File: src/rtl/bbox_iterator.sv
// rtl/bbox_iterator.sv - bounding-box sample walker feeding the per-sample edge test
// Purpose: latch one triangle with its snapped bounding box and emit every
// sample position of the box in raster order, one per cycle, with the
// triangle and color held alongside.
// Ports:
//   clk, rst               clock; asynchronous active-low reset
//   tri_R15S, color_R15U   incoming triangle vertices and color
//   box_R15S               [0] = lower-left (x, y), [1] = upper-right (x, y)
//   validTri_R15H          incoming triangle/box valid
//   subSample_RnnnnU       one-hot sample pitch (1000 = one sample per pixel)
//   halt_RnnnnL            low while a box is being walked; upstream holds
//   tri_R16S, color_R16U   triangle and color of the samples being emitted
//   sample_R16S            current sample (x, y)
//   validSamp_R16H         sample valid
//   sampCount_R16U         running count of emitted samples (ITER_COUNT_EN only)
// Optional feature macro: ITER_COUNT_EN
module bbox_iterator #(
  parameter int SIGFIG = 24,
  parameter int RADIX  = 10,
  parameter int VERTS  = 3,
  parameter int AXIS   = 3,
  parameter int COLORS = 3
) (
  input  logic                     clk,
  input  logic                     rst,
  input  logic signed [SIGFIG-1:0] tri_R15S [VERTS][AXIS],
  input  logic        [SIGFIG-1:0] color_R15U [COLORS],
  input  logic signed [SIGFIG-1:0] box_R15S [2][2],
  input  logic                     validTri_R15H,
  input  logic        [3:0]        subSample_RnnnnU,
  output logic                     halt_RnnnnL,
  output logic signed [SIGFIG-1:0] tri_R16S [VERTS][AXIS],
  output logic        [SIGFIG-1:0] color_R16U [COLORS],
  output logic signed [SIGFIG-1:0] sample_R16S [2],
  output logic                     validSamp_R16H
`ifdef ITER_COUNT_EN
  ,
  output logic        [31:0]       sampCount_R16U
`endif
);

  // One extra bit so that ur + step can never wrap during the compares.
  localparam int CW = SIGFIG + 1;
  typedef logic signed [CW-1:0] coord_t;
  typedef enum logic {WAIT, TEST} state_t;

  state_t state_q, state_d;
  coord_t ll_x_q, ur_x_q, ur_y_q;
  coord_t step;
  coord_t in_ll_x, in_ll_y, in_ur_x, in_ur_y;
  coord_t cur_x, cur_y, nx, nxt_x, nxt_y;
  logic   in_empty, in_last, nxt_last;
  logic   load, valid_d;
  logic signed [SIGFIG-1:0] samp_x_d, samp_y_d;

  function automatic coord_t ext(input logic signed [SIGFIG-1:0] v);
    return {v[SIGFIG-1], v};
  endfunction

  always_comb begin
    case (subSample_RnnnnU)
      4'b0100: step = coord_t'(1) << (RADIX - 1);
      4'b0010: step = coord_t'(1) << (RADIX - 2);
      4'b0001: step = coord_t'(1) << (RADIX - 3);
      default: step = coord_t'(1) << RADIX;
    endcase
  end

  // Incoming box: emptiness and whether ll is already the only sample.
  assign in_ll_x  = ext(box_R15S[0][0]);
  assign in_ll_y  = ext(box_R15S[0][1]);
  assign in_ur_x  = ext(box_R15S[1][0]);
  assign in_ur_y  = ext(box_R15S[1][1]);
  assign in_empty = (in_ur_x < in_ll_x) || (in_ur_y < in_ll_y);
  assign in_last  = (in_ll_x + step > in_ur_x) && (in_ll_y + step > in_ur_y);

  // Successor of the registered sample, plus a look-ahead on whether that
  // successor is the final one, so the FSM leaves TEST on the same edge that
  // registers the last sample (zero bubble to the next triangle).
  assign cur_x = ext(sample_R16S[0]);
  assign cur_y = ext(sample_R16S[1]);

  always_comb begin
    nx = cur_x + step;
    if (nx <= ur_x_q) begin
      nxt_x = nx;
      nxt_y = cur_y;
    end else begin
      nxt_x = ll_x_q;
      nxt_y = cur_y + step;
    end
  end

  assign nxt_last = (nxt_x + step > ur_x_q) && (nxt_y + step > ur_y_q);

  assign halt_RnnnnL = (state_q == WAIT);

  always_comb begin
    state_d  = state_q;
    load     = 1'b0;
    valid_d  = 1'b0;
    samp_x_d = sample_R16S[0];
    samp_y_d = sample_R16S[1];
    case (state_q)
      WAIT: begin
        if (validTri_R15H) begin
          load     = 1'b1;
          samp_x_d = box_R15S[0][0];
          samp_y_d = box_R15S[0][1];
          valid_d  = !in_empty;
          if (!in_empty && !in_last) state_d = TEST;
        end
      end
      TEST: begin
        samp_x_d = nxt_x[SIGFIG-1:0];
        samp_y_d = nxt_y[SIGFIG-1:0];
        valid_d  = 1'b1;
        if (nxt_last) state_d = WAIT;
      end
      default: state_d = WAIT;
    endcase
  end

  always_ff @(posedge clk or negedge rst) begin
    if (!rst) begin
      state_q        <= WAIT;
      validSamp_R16H <= 1'b0;
      sample_R16S    <= '{default: '0};
      tri_R16S       <= '{default: '0};
      color_R16U     <= '{default: '0};
      ll_x_q         <= '0;
      ur_x_q         <= '0;
      ur_y_q         <= '0;
    end else begin
      state_q        <= state_d;
      validSamp_R16H <= valid_d;
      sample_R16S[0] <= samp_x_d;
      sample_R16S[1] <= samp_y_d;
      if (load) begin
        tri_R16S   <= tri_R15S;
        color_R16U <= color_R15U;
        ll_x_q     <= in_ll_x;
        ur_x_q     <= in_ur_x;
        ur_y_q     <= in_ur_y;
      end
    end
  end

`ifdef ITER_COUNT_EN
  always_ff @(posedge clk or negedge rst) begin
    if (!rst) begin
      sampCount_R16U <= '0;
    end else if (valid_d) begin
      sampCount_R16U <= sampCount_R16U + 32'd1;
    end
  end
`endif

endmodule

File: config.mk
export PLATFORM = sky130hd
export DESIGN_NAME = bbox_iterator
export DESIGN_NICKNAME = d
export VERILOG_FILES = /design/src/rtl/bbox_iterator.sv
export SDC_FILE = /design/constraint.sdc
export NUM_CORES = 1
export LEC_CHECK = 0
export CAP_MARGIN = 10
export CORE_AREA = 2 2 288 290
export DETAILED_ROUTE_END_ITERATION = 8
export DIE_AREA = 0 0 290 292
export SETUP_SLACK_MARGIN = 0.2
export SLEW_MARGIN = 25
export SYNTH_ARGS = -nofsm -noshare
export SYNTH_HDL_FRONTEND = slang
export SYNTH_SLANG_ARGS = --single-unit
File: constraint.sdc
create_clock -name clk -period 7.9 [get_ports clk]
set_input_delay 0.79 -clock clk [delete_from_list [all_inputs] [get_ports clk]]
set_output_delay 0.79 -clock clk [all_outputs]
set_load 0.03 [all_outputs]
==> results of run 1 <==
[per-stage QoR]
step	hold slack (ns)	cell area, µm²	utilization [%]	setup slack [ns]	TNS, ns
2_1_floorplan	0.4750	22660	-	0.2160	0
3_3_place_gp	0.4877	31700	38.86	-0.02556	-0.02556
6_report	0.2549	33500	41.06	0.4351	0
5_1_grt	0.2891	33490	41.05	0.1772	0
3_5_place_dp	0.4939	31700	38.86	-0.2269	-0.2269
4_1_cts	0.2567	33320	40.84	0.3711	0
[kinds of logic after synthesis]
logic type / synth area share (%)
AO/OA/AOI/OAI: 9.452
buffers and inverters: 3.941
flip-flops: 45.33
XOR/XNOR: 3.974
adder cells (fa/ha/maj): 10.93
AND/OR/NAND/NOR: 8.717
multiplexers: 17.66
[sequential cells by signal (all words and copies together), names as in the netlist]
register,cells
sample_R16S,48
color_R16U,72
ll_x_q,24
ur_y_q,24
tri_R16S,216
validSamp_R16H,1
state_q,1
ur_x_q,24
[layer usage]
metal  part of all wire, %  routed length (µm)
met4                   4.4                4050
met3                   9.8                9078
met2                    47               43590
met5                 0.051                  47
met1                    39               35670
[cell type report]
class	count	area [µm²]
tap	1070	1339
antenna	5	12.51
clock inverter	15	163.9
multi-input combinational	1368	11590
sequential	410	10260
inverter	158	594.3
timing repair buffer	822	8079
fill	7846	48090
clock buffer	73	1458
[power breakdown]
group / total, mW / switching [mW] / internal, mW
clock network: 2.31 / 0.969 / 1.34
registers: 3.98 / 0.802 / 3.18
logic: 9.52 / 5.31 / 4.20
total: 15.8 / 7.08 / 8.72
[cell usage in the layout (no fill, tap or decap), drive strengths merged, types with 4 or more instances in the layout]
cell type      synthesis  routed
nor2b                 35      35
ha                   193     193
clkinv                 2      11
o211a                  5       5
buf                   17      96
dfrtp                410     410
mux2i                 37      37
and2                   8       8
xnor2                 79      79
mux2                 322     322
a211oi                29      29
a31oi                  8       8
nor3b                  4       4
diode                  0       5
inv                  156     158
clkdlybuf4s50          0     726
o21ai                101     101
and4                   7       7
nand3                 41      41
o21a                  20      20
o2111ai                4       4
nor2                  49      49
o211ai                 9       9
nand2                146     146
or2                    4       4
clkbuf                57      73
nand2b                 8       8
xor2                  22      22
nor4                   6       6
maj3                   6       6
and3                   8       8
nor4b                  5       5
a21oi                 76      76
nor3                  18      18
nand4                 31      31
a21o                  37      37
[what timing repair did]
action | in CTS | in global routing
resized for setup | 0 | 15
setup endpoints to repair | 0 | 1
hold buffers | 0 | 0
buffers inserted | 0 | 7
[path summary, 6_finish.rpt]
path	startpoint	to	slack [ns]	depth (start not counted)
setup / recovery	subSample_RnnnnU[0]	state_q	0.44	36
hold / removal	rst	tri_R16S[21]	0.25	1
setup reg to reg	sample_R16S[31]	state_q	1.18	32
hold reg to reg	tri_R16S[163]	tri_R16S[163]	0.50	1
max in group asynchronous	rst	tri_R16S[179]	5.81	3
min in group clk	tri_R16S[163]	tri_R16S[163]	0.50	1
[worst max-delay path, delay by kind of cell]
family,cells,cell delay (ns)
compound gates,13,2.42
xor+xnor,2,0.35
fa+ha+maj,4,0.97
buf+inv,7,1.21
mux,1,0.26
simple gates,9,1.94
==> impl_summary.log, run 1 <==
INFO  metric worst_slew_margin_rel = 33.78%
INFO  metric drtIter0Drc = 993
INFO  metric place.gp.congestion = 0.8985
INFO  metric cts_root_buf = sky130_fd_sc_hd__clkbuf_16
INFO  metric top_cell_types_by_occurrence_after_synthesis = sky130_fd_sc_hd__dfrtp_1 (410), sky130_fd_sc_hd__mux2_2 (322), sky130_fd_sc_hd__ha_1 (193), sky130_fd_sc_hd__inv_1 (156), sky130_fd_sc_hd__nand2_1 (146)
INFO  metric clock-skew-final = 0.02786 ns
INFO  metric max-clock-path-buffers = 3
INFO  metric crit_path_frequent_cell = sky130_fd_sc_hd__ha_1
INFO  metric stdcell_count = between 3000 and 4000
INFO  metric leading_area_contributor_after_synthesis = sky130_fd_sc_hd__dfrtp_1
INFO  metric drtAntennaViolNets = 0
INFO  metric fp.dieH = roughly 300 µm
INFO  metric worst_setup_path_start_kind = primary input
INFO  metric layout-drive-gt1-share = 19.04%
INFO  metric setup_violations = 0
INFO  metric clock.fmax = 134.0 MHz
INFO  metric clk_latency = 0.60 ns
INFO  metric postSynthNetCount = about 2600
INFO  metric leading_cell_types_by_total_area_after_synthesis = sky130_fd_sc_hd__dfrtp_1 (45%), sky130_fd_sc_hd__mux2_2 (16%), sky130_fd_sc_hd__ha_1 (11%), sky130_fd_sc_hd__xnor2_1 (3.0%), sky130_fd_sc_hd__inv_1 (2.6%)
INFO  metric grt_start_max_net_pins = about 190
INFO  metric yosysMostFrequentCell = sky130_fd_sc_hd__dfrtp_1
INFO  metric power_per_cell_area = 471.9 nW/µm²
INFO  metric seq_area_frac_synth = 45.33%
INFO  metric asyncSetResetFlopFracSynth = between 90% and 100%
INFO  metric commonest_register_cell_after_synthesis = sky130_fd_sc_hd__dfrtp_1
INFO  metric design.die.area = 84680 µm²
INFO  metric rsz0062_at_grt = no
INFO  metric status = finished, final reports clean
INFO  metric ys_seq_elements = about 400
INFO  metric wire_length_of_the_first_global_routing_pass = 133600 µm
INFO  metric cp_data_arrival_time = 7.96 ns
INFO  metric avgSynthCellArea = 11.26 µm²
INFO  metric finalNetCount = between 3000 and 4000
INFO  metric cp_data_required_time = 8.40 ns
INFO  metric critPathMaxStageDelay = 0.56 ns
INFO  metric yosys.cell_types.count = 85
INFO  metric wl_per_cell = 23.57 µm
INFO  metric synth_cells = 2010
INFO  metric route.detailed.vias_per_inst = between 4 and 5
INFO  metric path_class = primary input to register
INFO  metric grt_remaining_overflow = 0
INFO  metric detail_route.drc_violations = 0
INFO  metric post-dp-hpwl = ~75000 µm
INFO  metric yosys_warnings = 0
INFO  metric cts_htree_levels = 2
INFO  metric peakVddDrop = between 0.3 and 0.4 mV
INFO  metric clock_sinks = 410
INFO  metric drt-pass1-iter-count = 5
INFO  metric cts-buffers-inserted = 50
INFO  metric placement.io_buffers = 728
INFO  metric slew_violations = 0
INFO  metric grt_most_used_layer = met2
INFO  metric flow.area_growth_from_synthesis = 47.99%
INFO  metric worst_slew_pin_slew = 0.9932 ns
INFO  metric die_x = 290 µm
INFO  metric core_area = 81580 µm²
INFO  metric first_global_vias = 19160
INFO  metric dp.cells = 3820
INFO  metric syn-cell-area = 22640 µm²
INFO  metric grtUsageMet3 = 8.388%
INFO  metric hp-class = primary input to asynchronous set/reset pin
INFO  metric start_util = ~28%
INFO  metric cts_tree = yes
INFO  metric worst-path-max-fanout = 7
INFO  metric antenna_violations_before_repair = 14
INFO  metric final_hold_viols = 0
INFO  metric postRouteWirelength = 92430 µm
INFO  metric post-layout-total-power = roughly 16 mW
INFO  metric use_met2 = a little over a third
INFO  metric grt_util_met1 = 24.86%
INFO  metric io_pins = 729
INFO  metric number_of_maximum_capacitance_violations = 0
INFO  metric fin_crit_sh = 94.49%
INFO  metric clkTransAtPathRegs = 0.06 ns
INFO  metric synth_enable_flop_cells = 0
INFO  metric total_leakage_power = 14.45 nW
INFO  metric placement_rows = 105
INFO  metric critical_path_top_delay_cell = sky130_fd_sc_hd__or4b_4
INFO  metric dr_total_vias = roughly 19000
INFO  metric cp-end-kind = register
INFO  metric synth_top_area_share = approximately 45%
INFO  metric grt_usage = 21.38%
INFO  metric finalCriticalPeriod = about 7.5 ns
Power figures use the tool's default switching activity.
==> run 2: changes to the inputs <==
--- a/config.mk
+++ b/config.mk
@@ -9,6 +9,7 @@
 export CORE_AREA = 2 2 288 290
 export DETAILED_ROUTE_END_ITERATION = 8
 export DIE_AREA = 0 0 290 292
+export MAX_ROUTING_LAYER = met4
 export SETUP_SLACK_MARGIN = 0.2
 export SLEW_MARGIN = 25
 export SYNTH_ARGS = -nofsm -noshare
==> run 2 against run 1 <==
  * Sequential share of layout area is essentially flat
  * Cell count is essentially flat
  * Combinational power shrank 1%
  * Global-route usage grew 0.62 points
  * Flip-flop and latch count is the same
  * Register-to-register slack gained 0.11 ns
  * Core utilization is essentially flat
  * Die area is the same
  * Critical endpoint unchanged
  * Largest cell class unchanged
  * Highest routed layer is now met4
==> impl_summary.log, run 2 (synthesis gave the netlist of run 1 again) <==
INFO  metric drt-pass1-iter-count = 7 (+2)
INFO  metric max_ffs_per_register = 216 (unchanged)
INFO  metric cts_tree = yes
INFO  metric drtIter0Drc = 913 (-8.1%)
INFO  metric design.die.area = 84680 µm² (unchanged)
INFO  metric timing.critical_path.depth = 40 (+11%)
INFO  metric detail_route.drc_violations = 0 (unchanged)
INFO  metric worst_slew_pin_slew = 1.011 ns (+0.01774 ns)
INFO  metric total_leakage_power = 14.43 nW (-0.15%)
INFO  metric post-route-util = 41.05% (about the same)
INFO  metric internal_power = 8.709 mW (-0.16%)
INFO  metric p_sw = 7.075 mW (-0.14%)
INFO  metric finalCriticalPeriod = 7.373 ns (-0.09209 ns)
INFO  metric worst_slew_margin_rel = 31.68% (-2.1 points)
INFO  metric dr_total_vias = 18660 (-0.070%)
INFO  metric place_ws = -0.1763 ns (+0.05055 ns)
INFO  metric grt_usage = 22.00% (+0.62 points)
INFO  metric detailed_place.area = 31610 µm² (-0.28%)
INFO  metric critical_path.n_buffers_inverters = 7 (unchanged)
INFO  metric power_per_cell_area = 471.3 nW/µm² (-0.13%)
INFO  metric clock_sinks = 410 (unchanged)
INFO  metric most_frequent_cells_in_the_layout = sky130_fd_sc_hd__clkdlybuf4s50_1 (725), sky130_fd_sc_hd__dfrtp_1 (409), sky130_fd_sc_hd__mux2_2 (322)
INFO  metric status = finished, final reports clean
INFO  metric layout_commonest_cell = sky130_fd_sc_hd__clkdlybuf4s50_1
INFO  metric critical_path_top_delay_cell = sky130_fd_sc_hd__clkdlybuf4s50_1
INFO  metric antenna_violations_before_repair = 22 (+8)
INFO  metric p_clk_share = 15.1% (+0.5 points)
INFO  metric final_design_area_no_fill = 33490 µm² (about the same)
INFO  metric start_util = 27.74% (unchanged)
INFO  metric r2r.worst_path.cells = 36 (+13%)
INFO  metric slew_violations = 0 (unchanged)
INFO  metric final_hold_viols = 0 (unchanged)
INFO  metric cts_root_buf = sky130_fd_sc_hd__clkbuf_16
INFO  metric largest-register = tri_R16S
INFO  metric clkTransAtPathRegs = 0.06 ns (about the same)
INFO  metric worst_setup_path_start_kind = primary input
INFO  metric wire_length_of_the_first_global_routing_pass = 133600 µm (about the same)
INFO  metric route.detailed.vias_per_inst = 4.756 (-0.15%)
INFO  metric die_x = 290 µm (unchanged)
INFO  metric first_global_vias = 19280 (+0.67%)
INFO  metric cts_htree_levels = 2 (unchanged)
INFO  metric placement_rows = 105 (unchanged)
INFO  metric cp_data_arrival_time = 7.83 ns (-0.13 ns)
INFO  metric holdBufCountCts = 0 (unchanged)
INFO  metric cp_data_required_time = 8.36 ns (-0.04 ns)
INFO  metric critPathMaxStageDelay = 0.43 ns (-0.13 ns)
INFO  metric power_frac_comb = 59.6% (-0.6 points)
INFO  metric clk_latency = 0.58 ns (-0.02 ns)
INFO  metric post-layout-total-power = 15.78 mW (-0.15%)
INFO  metric fp.dieH = 292 µm (unchanged)
INFO  metric fin_ws = 0.5272 ns (+0.09209 ns)
INFO  metric number_of_maximum_capacitance_violations = 0 (unchanged)
INFO  metric io_pins = 729 (unchanged)
INFO  metric clock.fmax = 135.6 MHz (+1.2%)
INFO  metric worst-path-max-fanout = 3 (-4)
INFO  metric hp-class = primary input to asynchronous set/reset pin
INFO  metric clock-skew-final = 0.01764 ns (-0.01022 ns)
INFO  metric layout-drive-gt1-share = 18.86% (-0.18 points)
INFO  metric cp-end-kind = register
INFO  metric finalNetCount = 3385 (-0.27%)
INFO  metric filler_cell_count = 7847 (+0.013%)
INFO  metric postRouteWirelength = 92880 µm (+0.49%)
INFO  metric flow.area_growth_from_synthesis = 47.95% (about the same)
INFO  metric power_switching_share = 44.82% (about the same)
INFO  metric setup_violations = 0 (unchanged)
INFO  metric crit_family = simple AND/OR/NAND/NOR gates
INFO  metric grt_start_max_net_pins = 169 (-12%)
INFO  metric rsz0062_at_grt = no
INFO  metric reg_top3 = tri_R16S: 216 flops, color_R16U: 72 flops, sample_R16S: 48 flops
INFO  metric drtAntennaViolNets = 0 (unchanged)
INFO  metric grt_remaining_overflow = 0 (unchanged)
INFO  metric place.gp.congestion = 0.9142 (+1.7%)
INFO  metric fin_crit_sh = 93.33% (-1.2 points)
INFO  metric post-dp-hpwl = 75250 µm (+0.57%)
INFO  metric power_frac_seq = 25.4% (+0.2 points)
INFO  metric max-clock-path-buffers = 3 (unchanged)
INFO  metric core_area = 81580 µm² (unchanged)
INFO  metric path_class = primary input to register
INFO  metric wl_per_cell = 23.67 µm (+0.41%)
INFO  metric cts-buffers-inserted = 51 (+2.0%)
INFO  metric placement.io_buffers = 728 (unchanged)
INFO  metric peakVddDrop = 0.2924 mV (-3.1%)
-- run 2: changes by cell type in the layout (fill, tap and decap cells not counted), sizes merged --
cell / before / now
bufinv: 2 / 4
clkinv: 11 / 9
clkinvlp: 2 / 3
diode: 5 / 18
clkdlybuf4s50: 726 / 725
clkbuf: 73 / 71
dlymetal6s2s: 0 / 1
buf: 96 / 86
inv: 158 / 159
-- run 2: final timing paths --
kind                                     startpoint             to  slack (ns)
worst max-delay path            subSample_RnnnnU[3]        state_q        0.53
worst min-delay path                            rst  color_R16U[9]        0.22
worst max register to register      sample_R16S[31]        state_q        1.29
worst min register to register        tri_R16S[214]  tri_R16S[214]        0.50
max in group asynchronous                       rst    tri_R16S[2]        6.25
min in group clk                      tri_R16S[214]  tri_R16S[214]        0.50
-- run 2: through the flow --
step	hold WS, ns	TNS (ns)	std cells
final	0.2227	0	3924
after global routing	0.2772	0	3922
after CTS	0.2521	0	3898
after detailed placement	0.4950	-0.1763	3810
after global placement	0.4890	-0.03681	3810
after floorplan	0.4750	0	2010
-- run 2: final cells by class --
type	count	area [µm²]	area share [%]
Inverter	158	594.3	1.775
Antenna cell	18	45.04	0.1345
Sequential cell	410	10260	30.64
Clock buffer	71	1451	4.334
Tap cell	1070	1339	3.998
Multi-Input combinational cell	1368	11610	34.68
Timing Repair Buffer	812	7970	23.80
Clock inverter	17	215.2	0.6426
-- run 2: timing repair --
action | 4_1_cts | 5_1_grt
gates resized for setup | 0 | 20
endpoints found under the setup margin | 0 | 1
setup buffers | 0 | 7
-- run 2: power groups by stage --
stage               clock [mW]  sequential (mW)  combinational (mW)
floorplan                    0             5.53                3.68
CTS                       2.45             4.01                9.35
finish                    2.38             4.00                9.40
detailed placement           0             4.02                9.31
global route              2.52             4.14                10.1
global placement             0             4.00                9.29
-- run 2: per-layer routing --
metal	track usage [%]	share of wire (%)
met5	-	0
met4	8.930	3.9
met3	7.596	8.7
met1	25.17	40
met2	35.24	48
==> run 3: changes to the inputs <==
--- a/config.mk
+++ b/config.mk
@@ -11,7 +11,7 @@
 export DIE_AREA = 0 0 290 292
 export MAX_ROUTING_LAYER = met4
 export SETUP_SLACK_MARGIN = 0.2
-export SLEW_MARGIN = 25
+export SLEW_MARGIN = 15
 export SYNTH_ARGS = -nofsm -noshare
 export SYNTH_HDL_FRONTEND = slang
 export SYNTH_SLANG_ARGS = --single-unit
==> run 3 against run 2 <==
  * Register-to-register slack better by 0.02 ns
  * Power hardly changed
  * Worst setup slack worse by 0.0069 ns
  * Die area stayed put
  * Clock-buffer cell count stayed put
  * Clock power hardly changed
  * Hold slack better by 0.00061 ns
  * Cell area hardly changed
  * Maximum frequency hardly changed
  * Cell count hardly changed
  * Non-clock buffer count is 1 lower
  * Largest cell class unchanged
  * Core utilization hardly changed
==> impl_summary.log, run 3 (synthesis gave the netlist of run 1 again) <==
INFO  metric cp_data_required_time = 8.36 ns (about the same)
INFO  metric critPathMaxStageDelay = 0.43 ns (about the same)
INFO  metric clkTransAtPathRegs = 0.06 ns (about the same)
INFO  metric dr_total_vias = 18670 (+0.059%)
INFO  metric grt_usage = 22.00% (unchanged)
INFO  metric cts_htree_levels = 2 (unchanged)
INFO  metric setup_violations = 0 (unchanged)
INFO  metric total_leakage_power = 14.42 nW (about the same)
INFO  metric reg_top3 = tri_R16S: 216 flops, color_R16U: 72 flops, sample_R16S: 48 flops
INFO  metric placement_rows = 105 (unchanged)
INFO  metric grt_remaining_overflow = 0 (unchanged)
INFO  metric start_util = 27.74% (unchanged)
INFO  metric detail_route.drc_violations = 0 (unchanged)
INFO  metric detailed_place.area = 31610 µm² (unchanged)
INFO  metric max_ffs_per_register = 216 (unchanged)
INFO  metric antenna_violations_before_repair = 22 (unchanged)
INFO  metric layout_commonest_cell = sky130_fd_sc_hd__clkdlybuf4s50_1
INFO  metric power_switching_share = 44.84% (about the same)
INFO  metric largest-register = tri_R16S
INFO  metric power_frac_comb = 59.6% (about the same)
INFO  metric clock.fmax = 135.5 MHz (about the same)
INFO  metric post-dp-hpwl = 75250 µm (unchanged)
INFO  metric finalNetCount = 3384 (-0.030%)
INFO  metric worst-path-max-fanout = 3 (unchanged)
INFO  metric path_class = primary input to register
INFO  metric clk_latency = 0.58 ns (about the same)
INFO  metric worst_slew_pin_slew = 1.040 ns (+0.02855 ns)
INFO  metric cp-end-kind = register
INFO  metric most_frequent_cells_in_the_layout = sky130_fd_sc_hd__clkdlybuf4s50_1 (725), sky130_fd_sc_hd__dfrtp_1 (409), sky130_fd_sc_hd__mux2_2 (322)
INFO  metric drt-pass1-iter-count = 5 (-2)
INFO  metric core_area = 81580 µm² (unchanged)
INFO  metric fin_crit_sh = 93.41% (about the same)
INFO  metric drtIter0Drc = 883 (-3.3%)
INFO  metric critPathLaunch = subSample_RnnnnU[3]
INFO  metric io_pins = 729 (unchanged)
INFO  metric finalCriticalPeriod = 7.380 ns (+0.006855 ns)
INFO  metric r2r_end = state_q
INFO  metric p_sw = 7.079 mW (about the same)
INFO  metric power_frac_seq = 25.4% (about the same)
INFO  metric worstSetupEndpoint = state_q
INFO  metric wire_length_of_the_first_global_routing_pass = 133600 µm (unchanged)
INFO  metric crit_family = simple AND/OR/NAND/NOR gates
INFO  metric layout-drive-gt1-share = 18.84% (-0.029 points)
INFO  metric r2r_start = sample_R16S[31]
INFO  metric cts-buffers-inserted = 51 (unchanged)
INFO  metric route.detailed.vias_per_inst = 4.761 (+0.11%)
INFO  metric final_hold_viols = 0 (unchanged)
INFO  metric clock-skew-final = 0.01764 ns (-0.0000006000 ns)
INFO  metric max-clock-path-buffers = 3 (unchanged)
INFO  metric first_global_vias = 19280 (unchanged)
INFO  metric critical_path.n_buffers_inverters = 7 (unchanged)
INFO  metric final_design_area_no_fill = 33470 µm² (about the same)
INFO  metric flow.area_growth_from_synthesis = 47.85% (about the same)
INFO  metric internal_power = 8.707 mW (about the same)
INFO  metric die_x = 290 µm (unchanged)
INFO  metric p_clk_share = 15.1% (about the same)
INFO  metric drtAntennaViolNets = 0 (unchanged)
INFO  metric slew_violations = 0 (unchanged)
INFO  metric r2r.worst_path.cells = 36 (unchanged)
INFO  metric number_of_maximum_capacitance_violations = 0 (unchanged)
INFO  metric status = finished, final reports clean
INFO  metric fin_setup_tns = 0 ns (unchanged)
INFO  metric timing.critical_path.depth = 40 (unchanged)
INFO  metric cts_tree = yes
INFO  metric postRouteWirelength = 92920 µm (about the same)
INFO  metric clock_sinks = 410 (unchanged)
INFO  metric placement.io_buffers = 728 (unchanged)
INFO  metric design.die.area = 84680 µm² (unchanged)
INFO  metric peakVddDrop = 0.2922 mV (about the same)
INFO  metric place.gp.congestion = 0.9142 (unchanged)
INFO  metric hp-class = primary input to asynchronous set/reset pin
INFO  metric power_per_cell_area = 471.7 nW/µm² (about the same)
INFO  metric r2r_setup_slack = 1.31 ns (+0.02 ns)
INFO  metric critical_path_top_delay_cell = sky130_fd_sc_hd__clkdlybuf4s50_1
INFO  metric post-route-util = 41.02% (about the same)
INFO  metric post-layout-total-power = 15.79 mW (about the same)
INFO  metric cts_root_buf = sky130_fd_sc_hd__clkbuf_16
INFO  metric filler_cell_count = 7849 (+0.025%)
INFO  metric whs = 0.2234 ns (+0.0006090 ns)
INFO  metric worst_setup_path_start_kind = primary input
INFO  metric grt_start_max_net_pins = 169 (unchanged)
INFO  metric cp_data_arrival_time = 7.84 ns (about the same)
INFO  metric holdBufCountCts = 0 (unchanged)
INFO  metric wl_per_cell = 23.69 µm (about the same)
INFO  metric fp.dieH = 292 µm (unchanged)
INFO  metric rsz0062_at_grt = no
INFO  metric worst_slew_margin_rel = 30.70% (-0.98 points)
## run 3: cell count changes in the layout (fill, tap and decap cells not counted), sizes merged
cell	delta
buf	-1
diode	-1
## run 3: routing by layer
metal | wire length (µm) | GRT usage [%]
met5 | 0 | -
met4 | 3652 | 8.930
met3 | 8161 | 7.596
met2 | 44320 | 35.24
met1 | 36780 | 25.17
## run 3: cell type report
| class | count | area, µm² | share of cell area (%) |
|---|---|---|---|
| diodes | 17 | 42.54 | 0.1271 |
| clock buffers | 71 | 1451 | 4.337 |
| clock inverters | 17 | 215.2 | 0.6431 |
| inverters | 158 | 594.3 | 1.776 |
| multi-input cells | 1368 | 11610 | 34.70 |
| flip-flops and latches | 410 | 10260 | 30.66 |
| well taps | 1070 | 1339 | 4.000 |
| repair buffers | 811 | 7950 | 23.76 |
## run 3: worst register-to-register path: cells and delay by family (launching register included)
family	cells	cell delay, ns
multiplexers	1	0.32
buffers and inverters	4	0.54
adder cells (fa/ha/maj)	6	1.27
AND/OR/NAND/NOR	10	1.49
XOR/XNOR	2	0.30
AO/OA/AOI/OAI	13	2.15
flip-flops	1	0.40
## run 3: timing repair
action / in CTS / in global routing
endpoints found under the setup margin: 0 / 1
resized for setup: 0 / 20
setup buffers: 0 / 7
## run 3: power by group through the flow
stage	logic (mW)	clock network, mW	registers, mW
floorplan	3.68	0	5.53
global placement	9.29	0	4.00
detailed placement	9.31	0	4.02
CTS	9.35	2.45	4.01
global route	10.0	2.52	4.14
finish	9.40	2.38	4.00
## run 3: stage by stage
step	setup WS (ns)	instances
5_1_grt	0.1739	3921
6_report	0.5203	3922
3_3_place_gp	-0.03681	3810
2_1_floorplan	0.2160	2010
3_5_place_dp	-0.1763	3810
4_1_cts	0.4338	3898
## run 3: worst min-delay path by stage
stage              startpoint              to  slack (ns)  cells past startpoint
2_1_floorplan       ll_x_q[8]       ll_x_q[8]        0.47                      1
4_1_cts                   rst   color_R16U[9]        0.25                      1
3_5_place_dp    tri_R16S[214]   tri_R16S[214]        0.49                      1
3_3_place_gp   color_R16U[48]  color_R16U[48]        0.49                      1
6_report                  rst   color_R16U[9]        0.22                      1
5_1_grt                   rst    tri_R16S[27]        0.28                      1
